===== config.mk =====
export PLATFORM = sky130hd
export DESIGN_NAME = mul_div_unit_flat
export DESIGN_NICKNAME = d
export VERILOG_FILES = /design/src/rtl/mul_div_if.sv /design/src/rtl/mul_div_unit.sv /design/src/flat_wrapper.sv
export SDC_FILE = /design/constraint.sdc
export NUM_CORES = 1
export LEC_CHECK = 0
export CAP_MARGIN = 25
export CORE_ASPECT_RATIO = 0.8
export CORE_UTILIZATION = 45
export CTS_BUF_LIST = sky130_fd_sc_hd__clkbuf_16
export CTS_CLUSTER_DIAMETER = 150
export DETAILED_ROUTE_END_ITERATION = 7
export PLACE_DENSITY = 0.65
export SYNTH_ARGS = -nofsm -noshare
export SYNTH_HDL_FRONTEND = slang
export SYNTH_SLANG_ARGS = --single-unit

===== constraint.sdc =====
create_clock -name clk -period 11.3 [get_ports clk]
set_input_delay 1.13 -clock clk [delete_from_list [all_inputs] [get_ports clk]]
set_output_delay 1.13 -clock clk [all_outputs]
set_load 0.03 [all_outputs]

===== src/rtl/mul_div_if.sv =====
// mul_div_if -- request/response bundle between the control unit and the
// multiply/divide unit.
//
// Handshake: the master raises start (with op_div, a, b and, when built with
// MULDIV_UNSIGNED_EN, unsigned_op) for one or more cycles; the unit accepts it
// on the first rising edge where it is idle (busy low) and latches the operands
// on that edge. start is ignored while busy is high. done is a one-cycle pulse
// marking z_hi/z_lo/div_by_zero valid; z_hi/z_lo then hold until the next
// result or reset, div_by_zero holds until the next accepted start.
//
// Signals:
//   start        master->unit  request an operation
//   op_div       master->unit  0 = multiply, 1 = divide
//   a, b         master->unit  operands (a from Y, b from BusMuxOut)
//   unsigned_op  master->unit  only with MULDIV_UNSIGNED_EN: unsigned operands
//   busy         unit->master  operation in progress
//   done         unit->master  result valid pulse
//   div_by_zero  unit->master  last divide had b == 0
//   z_hi, z_lo   unit->master  result halves
interface mul_div_if #(
  parameter int WIDTH = 32
);
  logic             start;
  logic             op_div;
  logic [WIDTH-1:0] a;
  logic [WIDTH-1:0] b;
`ifdef MULDIV_UNSIGNED_EN
  logic             unsigned_op;
`endif
  logic             busy;
  logic             done;
  logic             div_by_zero;
  logic [WIDTH-1:0] z_hi;
  logic [WIDTH-1:0] z_lo;

  modport master (
    output start, op_div, a, b,
`ifdef MULDIV_UNSIGNED_EN
    output unsigned_op,
`endif
    input  busy, done, div_by_zero, z_hi, z_lo
  );

  modport slave (
    input  start, op_div, a, b,
`ifdef MULDIV_UNSIGNED_EN
    input  unsigned_op,
`endif
    output busy, done, div_by_zero, z_hi, z_lo
  );
endinterface


===== src/rtl/mul_div_unit.sv =====
// mul_div_unit -- multi-cycle signed multiply/divide feeding the Z_HI/Z_LO
// register pair. Multiply is radix-2 Booth, divide is restoring division on
// operand magnitudes followed by a sign fix-up. One iteration per clock,
// WIDTH iterations, then a FIX cycle and a one-cycle DONE.
//
// Optional feature macro: MULDIV_UNSIGNED_EN adds bus.unsigned_op; when set
// with start, both operands are treated as unsigned.
//
// Ports:
//   clk        system clock, rising edge
//   clr        synchronous active-high reset
//   bus        mul_div_if.slave (start/op_div/a/b in, busy/done/results out)
//   dbg_state  current FSM state encoding (IDLE=0, MUL=1, DIV=2, FIX=3, DONE=4)
module mul_div_unit #(
  parameter int WIDTH = 32
) (
  input  logic       clk,
  input  logic       clr,
  mul_div_if.slave   bus,
  output logic [2:0] dbg_state
);

  typedef enum logic [2:0] {
    IDLE = 3'd0,
    MUL  = 3'd1,
    DIV  = 3'd2,
    FIX  = 3'd3,
    DONE = 3'd4
  } state_t;

  localparam int CW = $clog2(WIDTH + 1);

  state_t           state, state_nx;
  logic [CW-1:0]    cnt;
  // acc_hi/acc_lo: Booth partial product (hi sign-extended by one bit) or
  // remainder/quotient during divide.
  logic [WIDTH:0]   acc_hi;
  logic [WIDTH-1:0] acc_lo;
  logic             q_m1;
  logic [WIDTH-1:0] m_reg;
  logic [WIDTH-1:0] a_reg;
  logic             is_div;
  logic             uns;
  logic             neg_q;
  logic             neg_r;
  logic [WIDTH-1:0] z_hi_q;
  logic [WIDTH-1:0] z_lo_q;
  logic             dbz_q;

  logic             uns_in;
  logic [WIDTH-1:0] abs_a;
  logic [WIDTH-1:0] abs_b;
  logic             last_iter;
  logic [WIDTH:0]   m_ext;
  logic [WIDTH:0]   booth_sum;
  logic [WIDTH+1:0] trial;
  logic [WIDTH-1:0] res_hi;
  logic [WIDTH-1:0] res_lo;

`ifdef MULDIV_UNSIGNED_EN
  assign uns_in = bus.unsigned_op;
`else
  assign uns_in = 1'b0;
`endif

  assign abs_a     = (!uns_in && bus.a[WIDTH-1]) ? -bus.a : bus.a;
  assign abs_b     = (!uns_in && bus.b[WIDTH-1]) ? -bus.b : bus.b;
  assign last_iter = (cnt == CW'(WIDTH - 1));

  // Next-state logic
  always_comb begin
    state_nx = state;
    case (state)
      IDLE: begin
        if (bus.start) begin
          if (!bus.op_div)        state_nx = MUL;
          else if (bus.b != '0)   state_nx = DIV;
          else                    state_nx = DONE;
        end
      end
      MUL, DIV: if (last_iter) state_nx = FIX;
      FIX:      state_nx = DONE;
      DONE:     state_nx = IDLE;
      default:  state_nx = IDLE;
    endcase
  end

  always_ff @(posedge clk) begin
    if (clr) state <= IDLE;
    else     state <= state_nx;
  end

  // One Booth step: inspect {multiplier lsb, previous lsb}.
  always_comb begin
    m_ext = {m_reg[WIDTH-1], m_reg};
    case ({acc_lo[0], q_m1})
      2'b01:   booth_sum = acc_hi + m_ext;
      2'b10:   booth_sum = acc_hi - m_ext;
      default: booth_sum = acc_hi;
    endcase
  end

  // One restoring-divide step; two guard bits so an unsigned divisor with its
  // top bit set still yields a correct sign on the trial subtraction.
  assign trial = {1'b0, acc_hi[WIDTH-1:0], acc_lo[WIDTH-1]} - {2'b00, m_reg};

  // Final result. The unsigned product is the signed Booth product with the
  // high half corrected by each operand whose top bit was set (mod 2^WIDTH).
  always_comb begin
    res_hi = '0;
    res_lo = '0;
    if (is_div) begin
      res_lo = neg_q ? -acc_lo : acc_lo;
      res_hi = neg_r ? -acc_hi[WIDTH-1:0] : acc_hi[WIDTH-1:0];
    end else begin
      res_lo = acc_lo;
      res_hi = acc_hi[WIDTH-1:0]
             + ((uns && a_reg[WIDTH-1]) ? m_reg : '0)
             + ((uns && m_reg[WIDTH-1]) ? a_reg : '0);
    end
  end

  // Datapath
  always_ff @(posedge clk) begin
    if (clr) begin
      cnt    <= '0;
      acc_hi <= '0;
      acc_lo <= '0;
      q_m1   <= 1'b0;
      m_reg  <= '0;
      a_reg  <= '0;
      is_div <= 1'b0;
      uns    <= 1'b0;
      neg_q  <= 1'b0;
      neg_r  <= 1'b0;
      z_hi_q <= '0;
      z_lo_q <= '0;
      dbz_q  <= 1'b0;
    end else begin
      case (state)
        IDLE: begin
          if (bus.start) begin
            dbz_q  <= 1'b0;
            cnt    <= '0;
            uns    <= uns_in;
            a_reg  <= bus.a;
            is_div <= bus.op_div;
            acc_hi <= '0;
            q_m1   <= 1'b0;
            if (!bus.op_div) begin
              acc_lo <= bus.a;
              m_reg  <= bus.b;
            end else if (bus.b != '0) begin
              acc_lo <= abs_a;
              m_reg  <= abs_b;
              neg_q  <= !uns_in && (bus.a[WIDTH-1] ^ bus.b[WIDTH-1]);
              neg_r  <= !uns_in && bus.a[WIDTH-1];
            end else begin
              // Divide by zero skips straight to DONE with a fixed result.
              z_hi_q <= bus.a;
              z_lo_q <= '1;
              dbz_q  <= 1'b1;
            end
          end
        end
        MUL: begin
          acc_hi <= {booth_sum[WIDTH], booth_sum[WIDTH:1]};
          acc_lo <= {booth_sum[0], acc_lo[WIDTH-1:1]};
          q_m1   <= acc_lo[0];
          cnt    <= cnt + 1'b1;
        end
        DIV: begin
          if (!trial[WIDTH+1]) begin
            acc_hi <= trial[WIDTH:0];
            acc_lo <= {acc_lo[WIDTH-2:0], 1'b1};
          end else begin
            acc_hi <= {acc_hi[WIDTH-1:0], acc_lo[WIDTH-1]};
            acc_lo <= {acc_lo[WIDTH-2:0], 1'b0};
          end
          cnt <= cnt + 1'b1;
        end
        FIX: begin
          z_hi_q <= res_hi;
          z_lo_q <= res_lo;
          cnt    <= '0;
        end
        default: ;
      endcase
    end
  end

  assign bus.busy        = (state != IDLE);
  assign bus.done        = (state == DONE);
  assign bus.div_by_zero = dbz_q;
  assign bus.z_hi        = z_hi_q;
  assign bus.z_lo        = z_lo_q;
  assign dbg_state       = state;

endmodule


===== src/flat_wrapper.sv =====
// flat-port wrapper written by rule: the top's interface ports become plain ports
module mul_div_unit_flat 
#(
  parameter int WIDTH = 32
)
  (clk, clr, dbg_state, bus_start, bus_op_div, bus_a, bus_b, bus_busy, bus_done, bus_div_by_zero, bus_z_hi, bus_z_lo);
  mul_div_if #(.WIDTH(WIDTH)) bus_i ();
  input  logic clk;
  input  logic clr;
  output logic [2:0] dbg_state;
  input wire logic [$bits(bus_i.start)-1:0] bus_start;
  input wire logic [$bits(bus_i.op_div)-1:0] bus_op_div;
  input wire logic [$bits(bus_i.a)-1:0] bus_a;
  input wire logic [$bits(bus_i.b)-1:0] bus_b;
  output wire logic [$bits(bus_i.busy)-1:0] bus_busy;
  output wire logic [$bits(bus_i.done)-1:0] bus_done;
  output wire logic [$bits(bus_i.div_by_zero)-1:0] bus_div_by_zero;
  output wire logic [$bits(bus_i.z_hi)-1:0] bus_z_hi;
  output wire logic [$bits(bus_i.z_lo)-1:0] bus_z_lo;
  assign bus_i.start = bus_start;
  assign bus_i.op_div = bus_op_div;
  assign bus_i.a = bus_a;
  assign bus_i.b = bus_b;
  assign bus_busy = bus_i.busy;
  assign bus_done = bus_i.done;
  assign bus_div_by_zero = bus_i.div_by_zero;
  assign bus_z_hi = bus_i.z_hi;
  assign bus_z_lo = bus_i.z_lo;
  mul_div_unit #(.WIDTH(WIDTH)) u_core (.clk(clk), .clr(clr), .bus(bus_i), .dbg_state(dbg_state));
endmodule

# [Word-level counts from Yosys, hierarchy flattened]
# Index checks and enable logic that the tools add are counted.
[word_totals] register_bits=175 in_bits=68 out_inout_bits=70 wordCells=87
[classes] add_sub_neg=8 n_eq_ne=13 mux=36 bitwise=1 reduce_logical=17
[ops] cell="32-bit two-way mux" count=17
[ops] cell="32-bit negator" count=4
[ops] cell="32-bit case mux with 2 select lines" count=2
[ops] cell="33-bit case mux with 3 select lines" count=1
[ops] cell="32-bit case mux with 3 select lines" count=1
[ops] cell="33-bit two-way mux" count=2
[ops] cell="33-bit case mux with 2 select lines" count=1
[ops] cell="33-bit by 32-bit subtractor with 34-bit output" count=1
[ops] cell="33-bit adder" count=1
[ops] cell="33-bit subtractor" count=1
[ops] cell="32-bit nonzero test" count=1
[ops] cell="6-bit case mux with 3 select lines" count=1
[ops] cell="3-bit two-way mux" count=4
[ops] cell="2-bit AND reduction" count=5
[ops] cell="3-bit case mux with 3 select lines" count=1
[ops] cell="3-bit nonzero test" count=3
[ops] cell="4-bit AND reduction" count=2
[ops] cell="6-bit by 1-bit adder with 6-bit output, second input constant" count=1
[ops] cell="3-bit by 2-bit == test with 1-bit output, second input constant" count=2
[ops] cell="6-bit by 5-bit == test with 1-bit output, second input constant" count=1
[ops] cell="6-bit two-way mux" count=1
[ops] cell="2-bit != test, second input constant" count=3
[ops] cell="3-bit AND reduction" count=2
[ops] cell="1-bit two-way mux" count=4
[ops] cell="other kinds (11)" count=13

# [Depth between registers and ports, before layout]
# Gate-level depths: netlist of the first run.
[depth] word_depth=6 ltp_mapped=19 ltp_nobuf=19

# [Worst setup path after synthesis of the first run]
# No wires, ideal clock.
[synth_timing] kind="reg-to-reg" startpoint="reg u_core.m_reg[12]" endpoint="reg u_core.acc_hi[27]" setup_time_ps=132 t_arrival_ps=4105 t_required_ps=11168 path_slack_ps=7063 stages_incl_launch_ff=17 n_path_buf=1 synth_period_minus_slack_ps=4237 path_cell_list="dfxtp_1 or4_1 or4_1 nor3_1 nor2_1 xnor2_1 ha_1 clkbuf_1 nand4_1 or3_1 a2111oi_0 o21ai_0 a21boi_0 nand3b_1 nand2_1 a221oi_1 nor3_1"
[synth_between] elab_chain_len=3 elab_cells_between_ends=6 cone_classes="3 x add/sub; 3 x mux"
[synth_lines] item="start, declared" line="mul_div_unit.sv:40" rtl="logic [WIDTH-1:0] m_reg;"
[synth_lines] item="start signal, assigned" line="mul_div_unit.sv:152" rtl="m_reg <= bus.b;"
[synth_lines] item="start signal, assigned" line="mul_div_unit.sv:155" rtl="m_reg <= abs_b;"
[synth_lines] item="33-bit subtractor, or another cell as far along" line="mul_div_unit.sv:98" rtl="2'b10: booth_sum = acc_hi - m_ext;"
[synth_lines] item="33-bit case mux with 2 select lines / 33-bit two-way mux (equally long branches)" line="mul_div_unit.sv:96, mul_div_unit.sv:173"
[synth_lines] item="33-bit case mux with 3 select lines *" line="mul_div_unit.sv:140" rtl="case (state)"
[synth_lines] item="end signal, assigned" line="mul_div_unit.sv:167" rtl="acc_hi <= {booth_sum[WIDTH], booth_sum[WIDTH:1]};"
[synth_lines] item="end signal, assigned" line="mul_div_unit.sv:174" rtl="acc_hi <= trial[WIDTH:0];"
[synth_lines] item="end signal, assigned" line="mul_div_unit.sv:177" rtl="acc_hi <= {acc_hi[WIDTH-1:0], acc_lo[WIDTH-1]};"
[synth_lines] item="end, declared" line="mul_div_unit.sv:37" rtl="logic [WIDTH:0] acc_hi;"
# Mark *: on every way between the ends. The rest lies on a longest branch, timed or not.
# A chain may end at the register's enable or synchronous reset.

# [Worst setup path after layout of the first run]
[layout_timing] startpoint="reg u_core.m_reg[1]" endpoint="reg u_core.acc_hi[29]"
# Same word-level chain as after synthesis.

==> metrics.md, run 1 <==
| Metric | Value |
|---|---|
| Cts repair resizes | `0` |
| Maximum VDD drop | `0.000109 V` |
| Switch share | `a little over two fifths` |
| Hold Path Depth | `2` |
| Nets | `2130` |
| Combinational fraction of design power | `46.6%` |
| CTS sink count | `between 150 and 200` |
| Layout area overhead | `15.6%` |
| P per Cell Area | `157 mW/mm2` |
| P_sw | `between 1 and 1.5 mW` |
| Total number of vias | `14600` |
| Reg-to-Reg End | `u_core.acc_hi[29]` |
| DR DRC count | `0` |
| Final Cell Area | `0.0164 mm2` |
| CTS max path bufs | `2` |
| Syn Nets | `2084` |
| Max Clk Rate | `192 MHz` |
| Synth area leader | `dfxtp_1` |
| Starting Density | `between 40% and 50%` |
| Reg area | `around 0.0035 mm2` |
| DIE HEIGHT | `161 um` |
| Critical path class | `reg -> reg` |
| Initial DRC Count | `1355` |
| Final min period | `around 5200 ps` |
| Min-delay worst type | `reg -> reg` |
| Netlist cell types | `64` |
| Layout cells sized above 1 | `approximately 3.5%` |
| Core footprint | `0.0307 mm2` |
| Crit Path Max Fanout | `6` |
| Vias in the first global route | `about 14000` |
| Post-synthesis sequential area ratio | `24.7%` |
| Hold Crit Endpoint | `u_core.bus.div_by_zero` |
| Number of buffers inserted by port buffering | `between 100 and 150` |
| Max-cap violations | `0` |
| Final Max Tran Viols | `0` |
| Die width | `approximately 200 um` |
| Initial antenna violation count | `1` |
| Slew headroom | `33.3%` |
| Largest net degree at the start of global routing | `95` |
| RSZ-0062 raised after global routing | `false` |
| Clock share of power | `23.9%` |
| Reg2reg setup slack | `a little over 6000 ps` |
| Initial DRT Pass Iterations | `6` |
| Pleak | `5.93 nW` |
| Num ports | `138` |
| Clock root cell | `clkbuf_16` |
| Clock slew at reported path FFs | `80 ps` |
| Main synth FF type | `dfxtp_1` |
| Critical path data required time | `11610 ps` |
| Area occupied by multi-input gates | `0.00991 mm2` |
| Post-synth EDFFs | `0` |
| CP Capture Type | `flip-flop` |
| CTS buffer count | `17` |
| Yosys warnings | `0` |
| H-tree levels | `4` |
| Clock Skews | `9.16 ps` |
| Largest Register | `u_core.acc_hi` |
| Worst hold start | `u_core.bus.div_by_zero` |
| Async SR Flop Fraction | `0%` |
| Post-synthesis register bit count | `between 150 and 200` |
| Routability-driven placement congestion ratio | `0.962` |
| Synth area leaders | `dfxtp_1, xnor2_1, nor2_1` |
| R2R depth | `18` |
| Largest register FFs | `33` |
| Final hold vios | `0` |
| DIE AREA | `between 0.03 and 0.04 mm2` |
| Yosys top cell area share | `24.7%` |
| GR Util All Layers | `slightly below 30%` |
| Period Utilization, post-route | `46.1%` |
| Placed Area | `0.0157 mm2` |
| Average vias per placed instance | `6.06` |
| Worst-Margin Slew | `1000 ps` |
| Row cnt | `57` |
| Antenna Nets Post-Route | `0` |
| Hpwl dp | `between 30000 and 40000 um` |
| Antenna Cells | `0` |
| Top-count cell post-synth | `nor2_1` |
| CTS tree | `built` |
| Post-CTS Setup Bufs | `0` |
| Worst path arrival time | `5520 ps` |
| Reg2reg start | `u_core.m_reg[1]` |
| Setup TNS | `0 ps` |
| Synthesized netlist cell count | `1943` |
| Post-synthesis cell area | `0.0142 mm2` |
| FILL cells | `3045` |
| Syn_area_per_cell | `7.29 um2` |
| # hold bufs at CTS | `0` |
| First-pass GRT wire length | `75300 um` |
| Outcome | `complete, no violations` |
| Most frequent cells after synthesis | `nor2_1, nand2_1, a21oi_1, dfxtp_1, xnor2_1` |
| Sequential share of power | `between 20% and 30%` |
| Wire per inst | `just under 20 um` |
| GRT overflow | `0` |
| Setup-failing EPs final | `0` |
| Worst skew pair latency | `450 ps` |
| Drt total wl | `47700 um` |
| Internal power | `1.45 mW` |
| Crit start category | `flip-flop` |
==> per-stage QoR <==
step                power, mW  hold WS [ps]  instances  setup WS (ps)  utilization, %
floorplan                1.59           448       1943           7060               -
finish                   2.57           457       2415           6090            53.4
CTS                      2.54           458       2414           6220            53.3
detailed placement       1.92           447       2382           6100            51.3
global placement         1.91           444       2379           6230            51.1
global route             2.73           485       2415           5730            53.4
==> final cells by class <==
cell class,count,share of cell area (%)
Tap cell,413,3.16
Multi-Input combinational cell,1571,60.5
Clock inverter,15,1.05
Inverter,68,1.56
Clock buffer,17,2.60
Sequential cell,175,21.4
Timing Repair Buffer,156,9.68
==> power by group through the flow <==
| stage | combinational, mW | clock, mW | sequential [mW] |
|---|---|---|---|
| 2_1_floorplan | 0.850 | 0 | 0.743 |
| 3_3_place_gp | 1.14 | 0 | 0.770 |
| 3_5_place_dp | 1.15 | 0 | 0.771 |
| 4_1_cts | 1.16 | 0.624 | 0.756 |
| 5_1_grt | 1.31 | 0.647 | 0.767 |
| 6_report | 1.20 | 0.614 | 0.759 |
==> kinds of logic after synthesis <==
| family | share of synthesized area, % |
|---|---|
| and+or+nand+nor | 21.4 |
| muxes | 0.521 |
| adders and majority gates | 6.56 |
| AOI/OAI and AO/OA | 29.0 |
| DFF | 24.7 |
| buffers and inverters | 5.47 |
| xor gates and xnor gates | 12.3 |
==> cell usage in the layout, fill, tap and decap left out, types with 6 or more instances in the layout <==
| cell type | n |
|---|---|
| o211ai_1 | 44 |
| nor2b_1 | 8 |
| or3_1 | 18 |
| a222oi_1 | 18 |
| xor2_1 | 71 |
| nand4_1 | 15 |
| and2_1 | 17 |
| o31ai_1 | 17 |
| inv_1 | 69 |
| clkbuf_16 | 17 |
| a21oi_1 | 182 |
| nand3_1 | 25 |
| o21a_1 | 12 |
| dfxtp_1 | 175 |
| nand2_1 | 213 |
| a221oi_1 | 43 |
| buf_4 | 16 |
| o21bai_1 | 7 |
| o41ai_1 | 7 |
| a21o_1 | 28 |
| nor3_1 | 44 |
| a31oi_1 | 27 |
| ha_1 | 71 |
| a211oi_1 | 102 |
| a311oi_1 | 6 |
| o21ai_0 | 91 |
| xnor2_1 | 128 |
| nor4_1 | 16 |
| clkdlybuf4s50_1 | 136 |
| nor2_1 | 255 |
| nand2b_1 | 20 |
| or4_1 | 10 |
==> worst max-delay path by stage <==
stage | cells past startpoint | end | startpoint
floorplan | 16 | u_core.acc_hi[27] | u_core.m_reg[12]
global placement | 11 | u_core.bus.z_hi[14] | bus_b[6]
detailed placement | 11 | u_core.bus.z_hi[14] | bus_b[6]
CTS | 18 | u_core.acc_hi[29] | u_core.m_reg[1]
global route | 18 | u_core.acc_hi[29] | u_core.m_reg[1]
finish | 18 | u_core.acc_hi[29] | u_core.m_reg[1]
==> worst max-delay path: stages, from the launching register on <==
cell and delay (ps):
dfxtp_1 350, inv_1 130, ha_1 210, nor4b_1 760
nand2_1 320, nor2_1 400, a31oi_1 160, xnor2_1 170
ha_1 400, nand4_1 170, or3_1 460, a2111oi_0 410
buf_4 220, o21ai_0 100, a21boi_0 290, o21ai_0 170
mux2i_1 150, a21oi_1 150, a21oi_1 70
==> layer usage <==
layer,wire length [um],track usage [%],vias up
met5,12,0,-
li1,-,-,7130
met2,20200,44.3,552
met3,3970,6.45,70
met1,22300,41.7,6870
met4,1140,8.99,2
Note: power is estimated with default switching activity, not from simulation.
==> run 2, diff against run 1 <==
==> constraint.sdc (replaced) <==
create_clock -name clk -period 5.4 [get_ports clk]
set_input_delay 0.54 -clock clk [delete_from_list [all_inputs] [get_ports clk]]
set_output_delay 0.54 -clock clk [all_outputs]
set_load 0.03 [all_outputs]
==> metrics.md, run 2 (same netlist as run 1, synthesis figures left out) <==
| Metric | Value |
|---|---|
| Post-route core utilization | `53.3% (was 53.4%)` |
| Pleak | `5.93 nW (about the same)` |
| Row cnt | `57 (unchanged)` |
| Crit Path Max Fanout | `9 (was 6)` |
| H-tree levels | `4 (unchanged)` |
| Final Max Tran Viols | `0 (unchanged)` |
| Average vias per placed instance | `6.04 (was 6.06)` |
| Largest net degree at the start of global routing | `65 (was 95)` |
| Routability-driven placement congestion ratio | `0.961 (was 0.962)` |
| Switch share | `43.4% (was 43.6%)` |
| P_sw | `2.29 mW (was 1.12 mW)` |
| RSZ-0062 raised after global routing | `false (unchanged)` |
| CTS tree | `built (unchanged)` |
| Max-cap violations | `0 (unchanged)` |
| Slew headroom | `31.3% (was 33.3%)` |
| Antenna Cells | `0 (unchanged)` |
| Core footprint | `0.0307 mm2 (unchanged)` |
| CP max stage cell | `a2111oi_0 (was nor4b_1)` |
| CTS sink count | `175 (unchanged)` |
| DIE HEIGHT | `161 um (unchanged)` |
| Die width | `200 um (unchanged)` |
| CTS buffer count | `17 (unchanged)` |
| Worst path arrival time | `5260 ps (was 5520 ps)` |
| Largest register FFs | `33 (unchanged)` |
| Top Layer Used | `met5 (unchanged)` |
| Most frequent cells in the layout | `nor2_1, nand2_1, a21oi_1 (unchanged)` |
| Crit start category | `flip-flop (unchanged)` |
| Critical path, cell by cell | `or4_1 > or4_1 > nor3_2 > nor2_1 > xnor2_1 > ha_1 > nand4_1 > or3_1 > a2111oi_0 > o21ai_0 > a21boi_0 > nand3b_1 > nand2_1 > a221oi_1 > nor3_1 (was inv_1 > ha_1 > nor4b_1 > nand2_1 > nor2_1 > a31oi_1 > xnor2_1 > ha_1 > nand4_1 > or3_1 > a2111oi_0 > buf_4 > o21ai_0 > a21boi_0 > o21ai_0 > mux2i_1 > a21oi_1 > a21oi_1)` |
| Final hold vios | `0 (unchanged)` |
| Critical path data required time | `5710 ps (was 11610 ps)` |
| CTS max path bufs | `2 (unchanged)` |
| Initial antenna violation count | `1 (unchanged)` |
| First-pass GRT wire length | `77000 um (was 75300 um)` |
| Min-delay worst type | `reg -> reg (unchanged)` |
| DIE AREA | `0.0322 mm2 (unchanged)` |
| Starting Density | `46.2% (unchanged)` |
| Setup-failing EPs final | `0 (unchanged)` |
| Total number of vias | `14600 (about the same)` |
| Sequential share of power | `30.0% (was 29.5%)` |
| Reg2reg setup slack | `460 ps (was 6090 ps)` |
| CP top delay family | `simple AND/OR/NAND/NOR gates (unchanged)` |
| Combinational fraction of design power | `46.3% (was 46.6%)` |
| Commonest non-fill, non-tap cell in the layout | `nor2_1 (unchanged)` |
| Wire per inst | `20.4 um (was 19.8 um)` |
| Hpwl dp | `37400 um (was 36200 um)` |
| CP Capture Type | `flip-flop (unchanged)` |
| Nets | `2134 (was 2130)` |
| Clock root cell | `clkbuf_16 (unchanged)` |
| GR Util All Layers | `30.4% (was 29.4%)` |
| Max Clk Rate | `202 MHz (was 192 MHz)` |
| Clock Skews | `11.7 ps (was 9.16 ps)` |
| M1 WL | `23800 um (was 22300 um)` |
| Post-CTS Setup Bufs | `0 (unchanged)` |
| Clock share of power | `23.7% (was 23.9%)` |
| Number of buffers inserted by port buffering | `137 (unchanged)` |
| Clock slew at reported path FFs | `70 ps (was 80 ps)` |
| Largest Register | `u_core.acc_hi (unchanged)` |
| Antenna Nets Post-Route | `0 (unchanged)` |
| DR DRC count | `0 (unchanged)` |
| Num ports | `138 (unchanged)` |
| Bufs and invs on worst path | `0 (was 2)` |
| Met3 wire length | `3980 um (was 3970 um)` |
| Layout cells sized above 1 | `3.84% (was 3.50%)` |
| Drt total wl | `49300 um (was 47700 um)` |
| Internal power | `3.00 mW (was 1.45 mW)` |
| P per Cell Area | `324 mW/mm2 (was 157 mW/mm2)` |
| Maximum VDD drop | `0.000230 V (was 0.000109 V)` |
| Critical Path Most Common Cell | `or4_1` |
| Crit path largest cell delay | `710 ps (was 760 ps)` |
| GRT overflow | `0 (unchanged)` |
| Setup TNS | `0 ps (unchanged)` |
| Wire length on met2 | `20400 um (was 20200 um)` |
| Vias in the first global route | `13200 (was 13600)` |
| Worst-Margin Slew | `1030 ps (was 1000 ps)` |
| Final min period | `4940 ps (was 5210 ps)` |
| Initial DRT Pass Iterations | `8 (was 6)` |
| Outcome | `complete, no violations (unchanged)` |
| Initial DRC Count | `1461 (was 1355)` |
| Worst skew pair latency | `450 ps (about the same)` |
| Layout area overhead | `15.5% (was 15.6%)` |
| Power Total | `5.29 mW (was 2.57 mW)` |
| Period Utilization, post-route | `91.6% (was 46.1%)` |
| Critical path class | `reg -> reg (unchanged)` |
run 2: cell count changes in the layout (fill, tap and decap cells not counted), sizes merged:
cell and change:
clkinv -3, buf +4, inv +1, clkinvlp +1
run 2: worst register-to-register path: stages (launching register included):
cell	delay [ps]
dfxtp_1	340
or4_1	600
or4_1	520
nor3_2	310
nor2_1	90
xnor2_1	140
ha_1	440
nand4_1	190
or3_1	420
a2111oi_0	710
o21ai_0	240
a21boi_0	300
nand3b_1	150
nand2_1	70
a221oi_1	220
nor3_1	80
run 2: per-stage QoR:
step                      hold slack (ps)  area [um2]  setup WS (ps)  cells
after CTS                             459       16300            238   2418
after floorplan                       448       14200           1160   1943
after global placement                443       15700            423   2386
final                                 456       16300            455   2418
after detailed placement              448       15800            259   2387
after global routing                  477       16300           76.0   2418
run 2: routing by layer:
layer | GRT usage (%) | vias up
li1 | - | 7139
met2 | 43.8 | 493
met3 | 6.43 | 58
met1 | 45.3 | 6922
met5 | 0 | -
met4 | 8.19 | 2
run 2: final timing paths:
kind                         end  depth (start not counted)           startpoint
max            u_core.acc_hi[27]                         15     u_core.m_reg[12]
max reg2reg    u_core.acc_hi[27]                         15     u_core.m_reg[12]
min          u_core.bus.z_hi[24]                          2  u_core.bus.z_hi[24]
min reg2reg  u_core.bus.z_hi[24]                          2  u_core.bus.z_hi[24]
run 2: layout make-up:
type	count	area [um2]
Clock buffer	17	425
Tap cell	413	517
Clock inverter	14	146
Sequential cell	175	3500
Multi-Input combinational cell	1571	9920
Timing Repair Buffer	160	1570
Inverter	68	255
Fill cell	3025	14300
run 2: power by group through the flow:
stage               Combinational, mW  Sequential (mW)  Clock, mW
floorplan                        1.78             1.56          0
global placement                 2.37             1.61          0
detailed placement               2.38             1.61          0
CTS                              2.39             1.58       1.28
global route                     2.69             1.61       1.33
finish                           2.45             1.59       1.26
run 2: what timing repair did:
action,4_1_cts,5_1_grt
setup endpoints to repair,0,4
gates resized for setup,0,2
hold buffers,0,0
